--- config.mk ---
export PLATFORM = sky130hd
export DESIGN_NAME = stage_ex_mc_flat
export DESIGN_NICKNAME = d
export VERILOG_FILES = /design/src/rtl/stage_ex_mc_pkg.sv /design/src/rtl/stage_ex_mc_if.sv /design/src/rtl/stage_ex_mc_mdu.sv /design/src/rtl/stage_ex_mc.sv /design/src/flat_wrapper.sv
export SDC_FILE = /design/constraint.sdc
export NUM_CORES = 1
export LEC_CHECK = 0
export ABC_CLOCK_PERIOD_IN_PS = 5200
export BUFFER_PORTS_ARGS = -buffer_cell sky130_fd_sc_hd__buf_2
export CORE_MARGIN = 10
export CORE_UTILIZATION = 30
export DETAILED_ROUTE_END_ITERATION = 6
export GPL_TIMING_DRIVEN = 0
export PLACE_DENSITY = 0.47
export SLEW_MARGIN = 30
export SYNTH_ARGS = -nofsm -noshare
export SYNTH_HDL_FRONTEND = slang
export SYNTH_HIERARCHICAL = 1
export SYNTH_SLANG_ARGS = --single-unit
export TNS_END_PERCENT = 20
--- constraint.sdc ---
create_clock -name clk -period 5.2 [get_ports clk]
set_clock_uncertainty 0.05 [all_clocks]
set_input_delay 0.26 -clock clk [delete_from_list [all_inputs] [get_ports clk]]
set_output_delay 0.26 -clock clk [all_outputs]
set_load 0.02 [all_outputs]
--- src/rtl/stage_ex_mc_pkg.sv ---
// Shared constants for the multi-cycle execute stage:
// ALU opcodes, FSM encoding and the link register index.
package stage_ex_mc_pkg;

    localparam logic [3:0] OP_ADD = 4'b0000;
    localparam logic [3:0] OP_SUB = 4'b0100;
    localparam logic [3:0] OP_MUL = 4'b1000;
    localparam logic [3:0] OP_DIV = 4'b1100;
    localparam logic [3:0] OP_AND = 4'b0001;
    localparam logic [3:0] OP_OR  = 4'b0101;
    localparam logic [3:0] OP_XOR = 4'b1001;
    localparam logic [3:0] OP_LUI = 4'b1101;
    localparam logic [3:0] OP_SLL = 4'b0010;
    localparam logic [3:0] OP_SRL = 4'b1110;
    localparam logic [3:0] OP_SRA = 4'b1010;

    localparam logic [0:0] IDLE = 1'b0;
    localparam logic [0:0] BUSY = 1'b1;

    localparam logic [4:0] RA = 5'd31;

    function automatic logic is_md(input logic [3:0] op);
        return (op == OP_MUL) || (op == OP_DIV);
    endfunction

endpackage

--- src/rtl/stage_ex_mc_if.sv ---
// ID/EX -> EX/MEM handshake bundle of the execute stage.
// master: pipeline neighbours; slave: the stage itself.
interface stage_ex_mc_if #(
    parameter int W = 32
);
    logic         flush;
    logic         in_valid;
    logic         in_ready;
    logic [3:0]   op;
    logic         aluimm;
    logic         shift;
    logic         jal;
    logic [W-1:0] a;
    logic [W-1:0] b;
    logic [W-1:0] imm;
    logic [W-1:0] pc4;
    logic [4:0]   rw_in;
    logic         out_valid;
    logic         out_ready;
    logic [W-1:0] ans;
    logic [4:0]   rw;
    logic         busy;

    modport master (
        output flush, in_valid, op, aluimm, shift, jal,
        output a, b, imm, pc4, rw_in, out_ready,
        input  in_ready, out_valid, ans, rw, busy
    );

    modport slave (
        input  flush, in_valid, op, aluimm, shift, jal,
        input  a, b, imm, pc4, rw_in, out_ready,
        output in_ready, out_valid, ans, rw, busy
    );

endinterface

--- src/rtl/stage_ex_mc_mdu.sv ---
// Iterative multiply/divide: shift-add multiplier and restoring
// divider sharing one adder; done pulses W cycles after start.
module stage_ex_mc_mdu #(
    parameter int W = 32
) (
    input  logic         clk,
    input  logic         rst,
    input  logic         kill,
    input  logic         start,
    input  logic         is_div,
    input  logic [W-1:0] a,
    input  logic [W-1:0] b,
    output logic         done,
    output logic [W-1:0] result
);
    localparam int CW = $clog2(W);

    logic          run;
    logic          div_q;
    logic [CW-1:0] count;
    logic [W-1:0]  acc;
    logic [W-1:0]  mq;
    logic [W-1:0]  opd;
    logic [W-1:0]  addend;
    logic [W:0]    x;
    logic [W:0]    y;
    logic [W:0]    sum;
    logic          cin;

    // div: trial subtract of divisor from {rem, next dividend bit}
    always_comb begin
        addend = mq[0] ? opd : '0;
        x      = {1'b0, acc};
        y      = {1'b0, addend};
        cin    = 1'b0;
        if (div_q) begin
            x   = {acc, mq[W-1]};
            y   = ~{1'b0, opd};
            cin = 1'b1;
        end
        sum = x + y + {{W{1'b0}}, cin};
    end

    always_ff @(posedge clk or posedge rst) begin
        if (rst) begin
            run   <= 1'b0;
            div_q <= 1'b0;
            count <= '0;
            acc   <= '0;
            mq    <= '0;
            opd   <= '0;
            done  <= 1'b0;
        end else if (kill) begin
            run   <= 1'b0;
            count <= '0;
            done  <= 1'b0;
        end else begin
            done <= 1'b0;
            if (start) begin
                run   <= 1'b1;
                div_q <= is_div;
                count <= '0;
                acc   <= '0;
                mq    <= is_div ? a : b;
                opd   <= is_div ? b : a;
            end else if (run) begin
                count <= count + CW'(1);
                if (div_q) begin
                    if (!sum[W]) begin
                        acc <= sum[W-1:0];
                        mq  <= {mq[W-2:0], 1'b1};
                    end else begin
                        acc <= x[W-1:0];
                        mq  <= {mq[W-2:0], 1'b0};
                    end
                end else begin
                    acc <= sum[W-1:0];
                    mq  <= mq >> 1;
                    opd <= opd << 1;
                end
                if (count == CW'(W - 1)) begin
                    run  <= 1'b0;
                    done <= 1'b1;
                end
            end
        end
    end

    assign result = div_q ? mq : acc;

endmodule

--- src/rtl/stage_ex_mc.sv ---
// Multi-cycle execute stage: combinational ALU plus an iterative
// MUL/DIV unit, with valid/ready on both the ID and MEM sides.
module stage_ex_mc
    import stage_ex_mc_pkg::*;
#(
    parameter int W   = 32,
    parameter int SHW = $clog2(W)
) (
    input logic         clk,
    input logic         rst,
    stage_ex_mc_if.slave bus
);
    logic [0:0]     state;
    logic           accept;
    logic           take_md;
    logic           md_done;
    logic [W-1:0]   md_res;
    logic [4:0]     md_rw;
    logic [W-1:0]   bv;
    logic [SHW-1:0] shamt;
    logic [W-1:0]   alu;
    logic [W-1:0]   link;
    logic           ov_q;
    logic [W-1:0]   ans_q;
    logic [4:0]     rw_q;

    assign bus.in_ready = (state == IDLE) && (!ov_q || bus.out_ready);
    assign accept  = bus.in_valid && bus.in_ready && !bus.flush;
    assign take_md = accept && is_md(bus.op) && !bus.jal;
    assign bus.busy      = (state == BUSY);
    assign bus.out_valid = ov_q;
    assign bus.ans       = ans_q;
    assign bus.rw        = rw_q;

    assign bv    = bus.aluimm ? bus.imm : bus.b;
    assign shamt = bus.shift ? bus.imm[SHW+5:6] : bus.a[SHW-1:0];
    assign link  = bus.pc4 + W'(4);

    always_comb begin
        alu = bus.a;
        unique case (1'b1)
            bus.op == OP_ADD: alu = bus.a + bv;
            bus.op == OP_SUB: alu = bus.a - bv;
            bus.op == OP_AND: alu = bus.a & bv;
            bus.op == OP_OR:  alu = bus.a | bv;
            bus.op == OP_XOR: alu = bus.a ^ bv;
            bus.op == OP_LUI: alu = bv << (W / 2);
            bus.op == OP_SLL: alu = bv << shamt;
            bus.op == OP_SRL: alu = bv >> shamt;
            bus.op == OP_SRA: alu = $signed(bv) >>> shamt;
            default:          alu = bus.a;
        endcase
    end

    stage_ex_mc_mdu #(.W(W)) u_mdu (
        .clk    (clk),
        .rst    (rst),
        .kill   (bus.flush),
        .start  (take_md),
        .is_div (bus.op == OP_DIV),
        .a      (bus.a),
        .b      (bv),
        .done   (md_done),
        .result (md_res)
    );

    // a new result may load on the same edge the old one is consumed
    always_ff @(posedge clk or posedge rst) begin
        if (rst) begin
            state <= IDLE;
            ov_q  <= 1'b0;
            ans_q <= '0;
            rw_q  <= '0;
            md_rw <= '0;
        end else if (bus.flush) begin
            state <= IDLE;
            ov_q  <= 1'b0;
        end else begin
            if (accept && !take_md) begin
                ov_q  <= 1'b1;
                ans_q <= bus.jal ? link : alu;
                rw_q  <= bus.jal ? RA : bus.rw_in;
            end else if (state == BUSY && md_done) begin
                ov_q  <= 1'b1;
                ans_q <= md_res;
                rw_q  <= md_rw;
            end else if (ov_q && bus.out_ready) begin
                ov_q <= 1'b0;
            end
            if (take_md) begin
                state <= BUSY;
                md_rw <= bus.rw_in;
            end else if (state == BUSY && md_done) begin
                state <= IDLE;
            end
        end
    end

endmodule

--- src/flat_wrapper.sv ---
// flat-port wrapper written by rule: the top's interface ports become plain ports
module stage_ex_mc_flat import stage_ex_mc_pkg::*;
#(
    parameter int W   = 32,
    parameter int SHW = $clog2(W)
)
  (clk, rst, bus_flush, bus_in_valid, bus_op, bus_aluimm, bus_shift, bus_jal, bus_a, bus_b, bus_imm, bus_pc4, bus_rw_in, bus_out_ready, bus_in_ready, bus_out_valid, bus_ans, bus_rw, bus_busy);
  stage_ex_mc_if #(.W(W)) bus_i ();
  input logic clk;
  input logic rst;
  input wire logic [$bits(bus_i.flush)-1:0] bus_flush;
  input wire logic [$bits(bus_i.in_valid)-1:0] bus_in_valid;
  input wire logic [$bits(bus_i.op)-1:0] bus_op;
  input wire logic [$bits(bus_i.aluimm)-1:0] bus_aluimm;
  input wire logic [$bits(bus_i.shift)-1:0] bus_shift;
  input wire logic [$bits(bus_i.jal)-1:0] bus_jal;
  input wire logic [$bits(bus_i.a)-1:0] bus_a;
  input wire logic [$bits(bus_i.b)-1:0] bus_b;
  input wire logic [$bits(bus_i.imm)-1:0] bus_imm;
  input wire logic [$bits(bus_i.pc4)-1:0] bus_pc4;
  input wire logic [$bits(bus_i.rw_in)-1:0] bus_rw_in;
  input wire logic [$bits(bus_i.out_ready)-1:0] bus_out_ready;
  output wire logic [$bits(bus_i.in_ready)-1:0] bus_in_ready;
  output wire logic [$bits(bus_i.out_valid)-1:0] bus_out_valid;
  output wire logic [$bits(bus_i.ans)-1:0] bus_ans;
  output wire logic [$bits(bus_i.rw)-1:0] bus_rw;
  output wire logic [$bits(bus_i.busy)-1:0] bus_busy;
  assign bus_i.flush = bus_flush;
  assign bus_i.in_valid = bus_in_valid;
  assign bus_i.op = bus_op;
  assign bus_i.aluimm = bus_aluimm;
  assign bus_i.shift = bus_shift;
  assign bus_i.jal = bus_jal;
  assign bus_i.a = bus_a;
  assign bus_i.b = bus_b;
  assign bus_i.imm = bus_imm;
  assign bus_i.pc4 = bus_pc4;
  assign bus_i.rw_in = bus_rw_in;
  assign bus_i.out_ready = bus_out_ready;
  assign bus_in_ready = bus_i.in_ready;
  assign bus_out_valid = bus_i.out_valid;
  assign bus_ans = bus_i.ans;
  assign bus_rw = bus_i.rw;
  assign bus_busy = bus_i.busy;
  stage_ex_mc #(.W(W), .SHW(SHW)) u_core (.clk(clk), .rst(rst), .bus(bus_i));
endmodule
; ---- Word level (Yosys, flattened, before mapping)
; Index checks and enable logic that the tools add are counted.
[totals]
register_bits = 148
in_bits = 145
wordCells = 108
[classes]
addsub = 6
eq_ne = 12
shifts = 3
n_mux = 45
bitwise = 6
reduce_logical = 24
[ops]
columns = operator, count
row1 = two-way mux 32 bit, 18
row2 = one-hot mux 32 bit (9 select lines), 1
row3 = two-way mux 33 bit, 2
row4 = two-way mux 5 bit, 7
row5 = adder 33 x 1 -> 33 bit, 1
row6 = adder 33 bit, 1
row7 = NOT 32 -> 33 bit, 1
row8 = adder 32 x 3 -> 32 bit (second input constant), 1
row9 = adder 32 bit, 1
row10 = AND 32 bit, 1
row11 = bitwise OR 32 bit, 1
row12 = left shift 32 x 5 -> 32 bit, 1
row13 = right shift 32 x 5 -> 32 bit, 1
row14 = >>> shifter 32 x 5 -> 32 bit, 1
row15 = subtractor 32 bit, 1
row16 = bitwise XOR 32 bit, 1
row17 = == test 4 bit (second input constant), 6
row18 = two-way mux 1 bit, 17
row19 = == test 4 x 3 -> 1 bit (second input constant), 2
row20 = logical AND 1 bit, 8
row21 = AND reduction 2 bit, 3
row22 = nonzero test 3 bit, 2
row23 = adder 5 x 1 -> 5 bit (second input constant), 1
row24 = == test 5 bit (second input constant), 1
row25 = 10 further kinds, 16

; ---- Longest topological paths before layout
[logic_depth]
depth_word = 11
ltp_mapped = 21
depth_no_buf = 19

; ---- Modules after synthesis
; The synthesis kept the hierarchy.
[modules_own_cells]
columns = module, instances, cells_per_inst, area_per_inst_um2
row1 = stage_ex_mc, 1, 1585, 11830.1
row2 = stage_ex_mc_mdu, 1, 1132, 8396.8

; ---- Least setup slack after synthesis
; No wires, ideal clock.
[synth_timing]
path_kind = input to register
from = input port bus_aluimm
to = register u_core.ans_q[28] (netlist: u_core/bus.ans[28])
t_arrival_ns = 4.422
setup_slack_ns = 0.610
cell_stages = 19
n_path_buf = 3
cell_sequence = buf_6 -> buf_12 -> mux2i_2 -> ha_1 -> o21ai_0 -> or2_2 -> o21ai_1 -> o21ai_0 -> xnor2_1 -> ha_1 -> clkbuf_1 -> nand2_1 -> nor4_1 -> a211oi_1 -> a21oi_1 -> a211oi_1 -> or3b_2 -> a31o_2 -> a21o_1
[synth_between]
elab_chain_cells = 5
elab_cells_between_ends = 12
[synth_lines]
columns = item, line_no
row1 = "start, declared", flat_wrapper.sv:14  ; input wire logic [$bits(bus_i.aluimm)-1:0] bus_aluimm;
row2 = two-way mux 32 bit (*), stage_ex_mc.sv:35  ; assign bv = bus.aluimm ? bus.imm : bus.b;
row3 = subtractor 32 bit (tied with other cells), stage_ex_mc.sv:43  ; bus.op == OP_SUB: alu = bus.a - bv;
row4 = one-hot mux 32 bit (9 select lines) (*), stage_ex_mc.sv:41  ; unique case (1'b1)
row5 = two-way mux 32 bit (*), stage_ex_mc.sv:81  ; ans_q <= bus.jal ? link : alu;
row6 = two-way mux 32 bit (*), stage_ex_mc.sv:79  ; if (accept && !take_md) begin
row7 = "end signal, assigned", stage_ex_mc.sv:81
row8 = "end signal, assigned", stage_ex_mc.sv:85  ; ans_q <= md_res;
row9 = "end, declared", stage_ex_mc.sv:24  ; logic [W-1:0] ans_q;
; Every way passes the cells marked *; elsewhere a longest branch is shown, timed or not.
; A chain may end at the register's enable or synchronous reset.

; ---- Worst setup path after layout
[layout_timing]
from = input port bus_aluimm
to = register u_core.ans_q[31] (netlist: u_core/bus.ans[31])
; The elaborated chain is that of the path after synthesis.

==> metrics.txt <==
register area=3700 um2; status=finished, final reports clean; antenna violation net count after detailed routing=0; CP bufs+invs=4; Die X=280 um; YS warnings=6; Net count, final=3211; top-count cell post-synth=nand2_1; Inserted Diodes=0; synthesis-to-layout area growth=15.1%; fin crit share=0.984; Crit Path Category=input port to register; global-route wire length before repair=161000 um; Most used DFF post-synth=dfrtp_1; Top Family by Delay on Critical Path=simple AND/OR/NAND/NOR gates; full die area=78200 um2; largest net degree at the start of global routing=slightly below 80; Syn Std Cell Area=approximately 20000 um2; Worst setup EP type=register; Max Clock Freq=around 200 MHz; synth cell count leaders=nand2_1, o21ai_0, mux2i_1; Synth cell types=92; hpwl dp=93800 um; Slew @ Worst Pin=1.06 ns; routed vias/inst=5.98; synthesized area per cell=7.44 um2; Worst Path Max Fanout=10; Final Hold Violating Endpoints=0; Hold Crit Class=input port to register; pwr dens=328 nW/um2; post-synthesis sequential area ratio=0.183; via count=approximately 23k; top cells by area, synth=dfrtp_1, mux2i_1, nand2_1; Post-Synthesis Cells=2717; RePlAce Congestion=around 1; top-area cell type share of the netlist area=0.183; setup TNS=0 ns; share of cells above drive strength 1=0.139; critical path data required time=about 5.5 ns; Post-Route WL=about 110000 um; most used cell, CP=a31oi_1; final worst setup slack=0.0818 ns; Filler Cells Inserted=7303; dpl ws=-1.46 ns; Post-route DRC=0; largest stage delay on the critical path=about 0.77 ns; Syn Nets=2997; total grt overflow=0; crit path launch type=input port; worst path cell trace=buf_2 > buf_8 > buf_12 > mux2i_4 > o211ai_4 > nor4_4 > and4_4 > a31oi_1 > xnor2_1 > ha_1 > and3_1 > clkbuf_1 > a21boi_0 > a21oi_1 > o21ai_1 > a31oi_1 > o221ai_1 > or3_1 > nand3_1; cts bufs inserted=17; critical path's slowest cell=mux2i_4; FP Rows=95; initial antenna violation count=1; static leakage=between 9 and 10 nW; Worst R2R Path Depth=17; synthesized flop and latch total=148; Core Region=67000 um2; drt first pass iters=5; CTS HTree Levels=4; Reg clk slew, reported paths=0.07 ns; die extent in y=280 um; Worst slew margin=0.291; number of synthesized flops with an enable pin=0; area leader, netlist=dfrtp_1; I/O pin cnt=185; critical path arrival=5.46 ns; WL/cell=29.9 um; root buffer cell=clkbuf_16; maxcap violations=0; Total GRT Usage=0.281; vias in the first global route=22.7k; multi-input logic area=15500 um2; Initial DRC Count=2060; final setup fails=0; # clock sinks=148; Hold Path Stages=2; Final min period=5.12 ns; final slew viol count=0; worst skew pair latency=0.46 ns; asr flop ratio synth=1.00; CTS tree=yes; hold_ws=0.0431 ns; input/output buffers=178; Starting Density=0.302; Longest Clk Path Bufs=2; Max VDD drop=between 0.2 and 0.25 mV; WP depth=19
[repair_timing]
| item | 4_1_cts | 5_1_grt |
|---|---|---|
| pin swaps | 0 | 2 |
| gates resized for setup | 13 | 25 |
| hold buffers | 6 | 0 |
| buffers inserted | 2 | 6 |
| hold endpoints to repair | 77 | 0 |
| setup endpoints to repair | 52 | 40 |
[path summary, 6_finish.rpt]
check	start	endpoint	slack (ns)
worst max-delay path	bus_aluimm	u_core/bus.ans[31]$_DFFE_PP0P_	0.08
worst min-delay path	bus_out_ready	u_core/bus.out_valid$_DFFE_PP0P_	0.04
worst max register to register	u_core/u_mdu/div_q$_DFFE_PP0P_	u_core/u_mdu/acc[27]$_DFFE_PP0P_	0.30
worst min register to register	u_core/u_mdu/done$_DFF_PP0_	u_core/bus.busy$_DFFE_PP0P_	0.42
max in group asynchronous	rst	u_core/u_mdu/acc[5]$_DFFE_PP0P_	4.08
min in group asynchronous	rst	u_core/u_mdu/count[0]$_DFFE_PP0P_	0.30
[per-stage QoR]
stage	area [um2]	std cells	utilization	power, mW
2_1_floorplan	20200	2717	-	4.67
3_3_place_gp	22200	3768	0.331	6.10
3_5_place_dp	22400	3771	0.334	6.14
4_1_cts	23100	3811	0.345	7.56
5_1_grt	23300	3817	0.347	8.07
6_report	23300	3817	0.347	7.63
[layer usage]
metal | vias up | part of all wire | wire [um] | GRT usage
met5 | - | 0.00011 | 13 | 0
met4 | 2 | 0.050 | 5740 | 0.133
met3 | 226 | 0.056 | 6370 | 0.0318
met2 | 1068 | 0.49 | 55900 | 0.495
met1 | 11300 | 0.40 | 46000 | 0.335
li1 | 10200 | - | - | -
[state kept, by name, indices dropped and copies added, names as in the netlist, 5 cells and up]
register and cells:
u_core/u_mdu/count 5, u_core/u_mdu/acc 32, u_core/bus.ans 32, u_core/md_rw 5, u_core/bus.rw 5, u_core/u_mdu/opd 32, u_core/u_mdu/mq 32
[logic make-up after synthesis]
group,share of synthesized area
adders and majority gates,0.0846
buffers and inverters,0.0628
DFF,0.183
and+or+nand+nor,0.190
xor gates and xnor gates,0.0481
AOI/OAI and AO/OA,0.250
muxes,0.181
[worst register-to-register path: cells and delay by family, from the launching register on]
kind / cells / cell delay, ns
DFF: 1 / 0.49
AOI/OAI and AO/OA: 7 / 1.34
and+or+nand+nor: 3 / 0.53
adders and majority gates: 2 / 0.92
muxes: 1 / 0.40
buffers and inverters: 4 / 1.11
[area by class of cell]
type                            instances  area share
Multi-Input combinational cell       2260       0.665
Clock inverter                         13     0.00779
Buffer                                181      0.0344
Clock buffer                           19      0.0190
Sequential cell                       148       0.159
Tap cell                              873      0.0469
Inverter                              128      0.0214
Timing Repair Buffer                  195      0.0459
[power by group]
part	internal [mW]	switching, mW
clock	0.815	0.557
combinational	1.73	2.93
sequential	1.36	0.245
total	3.90	3.73
[cells in the final DEF, fill, tap and decap left out, types with 23 or more instances in the layout]
master	n
nand2_1	490
o21ai_0	254
mux2i_1	239
buf_2	207
a21oi_1	178
nor2_1	169
dfrtp_1	147
ha_1	132
clkbuf_1	115
inv_1	112
xnor2_1	76
nor3_1	54
o22ai_1	43
o21ai_1	40
nand3_1	37
xor2_1	34
mux2_2	32
a221oi_1	26
mux2i_4	25
nand2b_1	24
buf_1	24
o221ai_1	24
o211ai_1	23
Note: power is estimated with default switching activity, not from simulation.
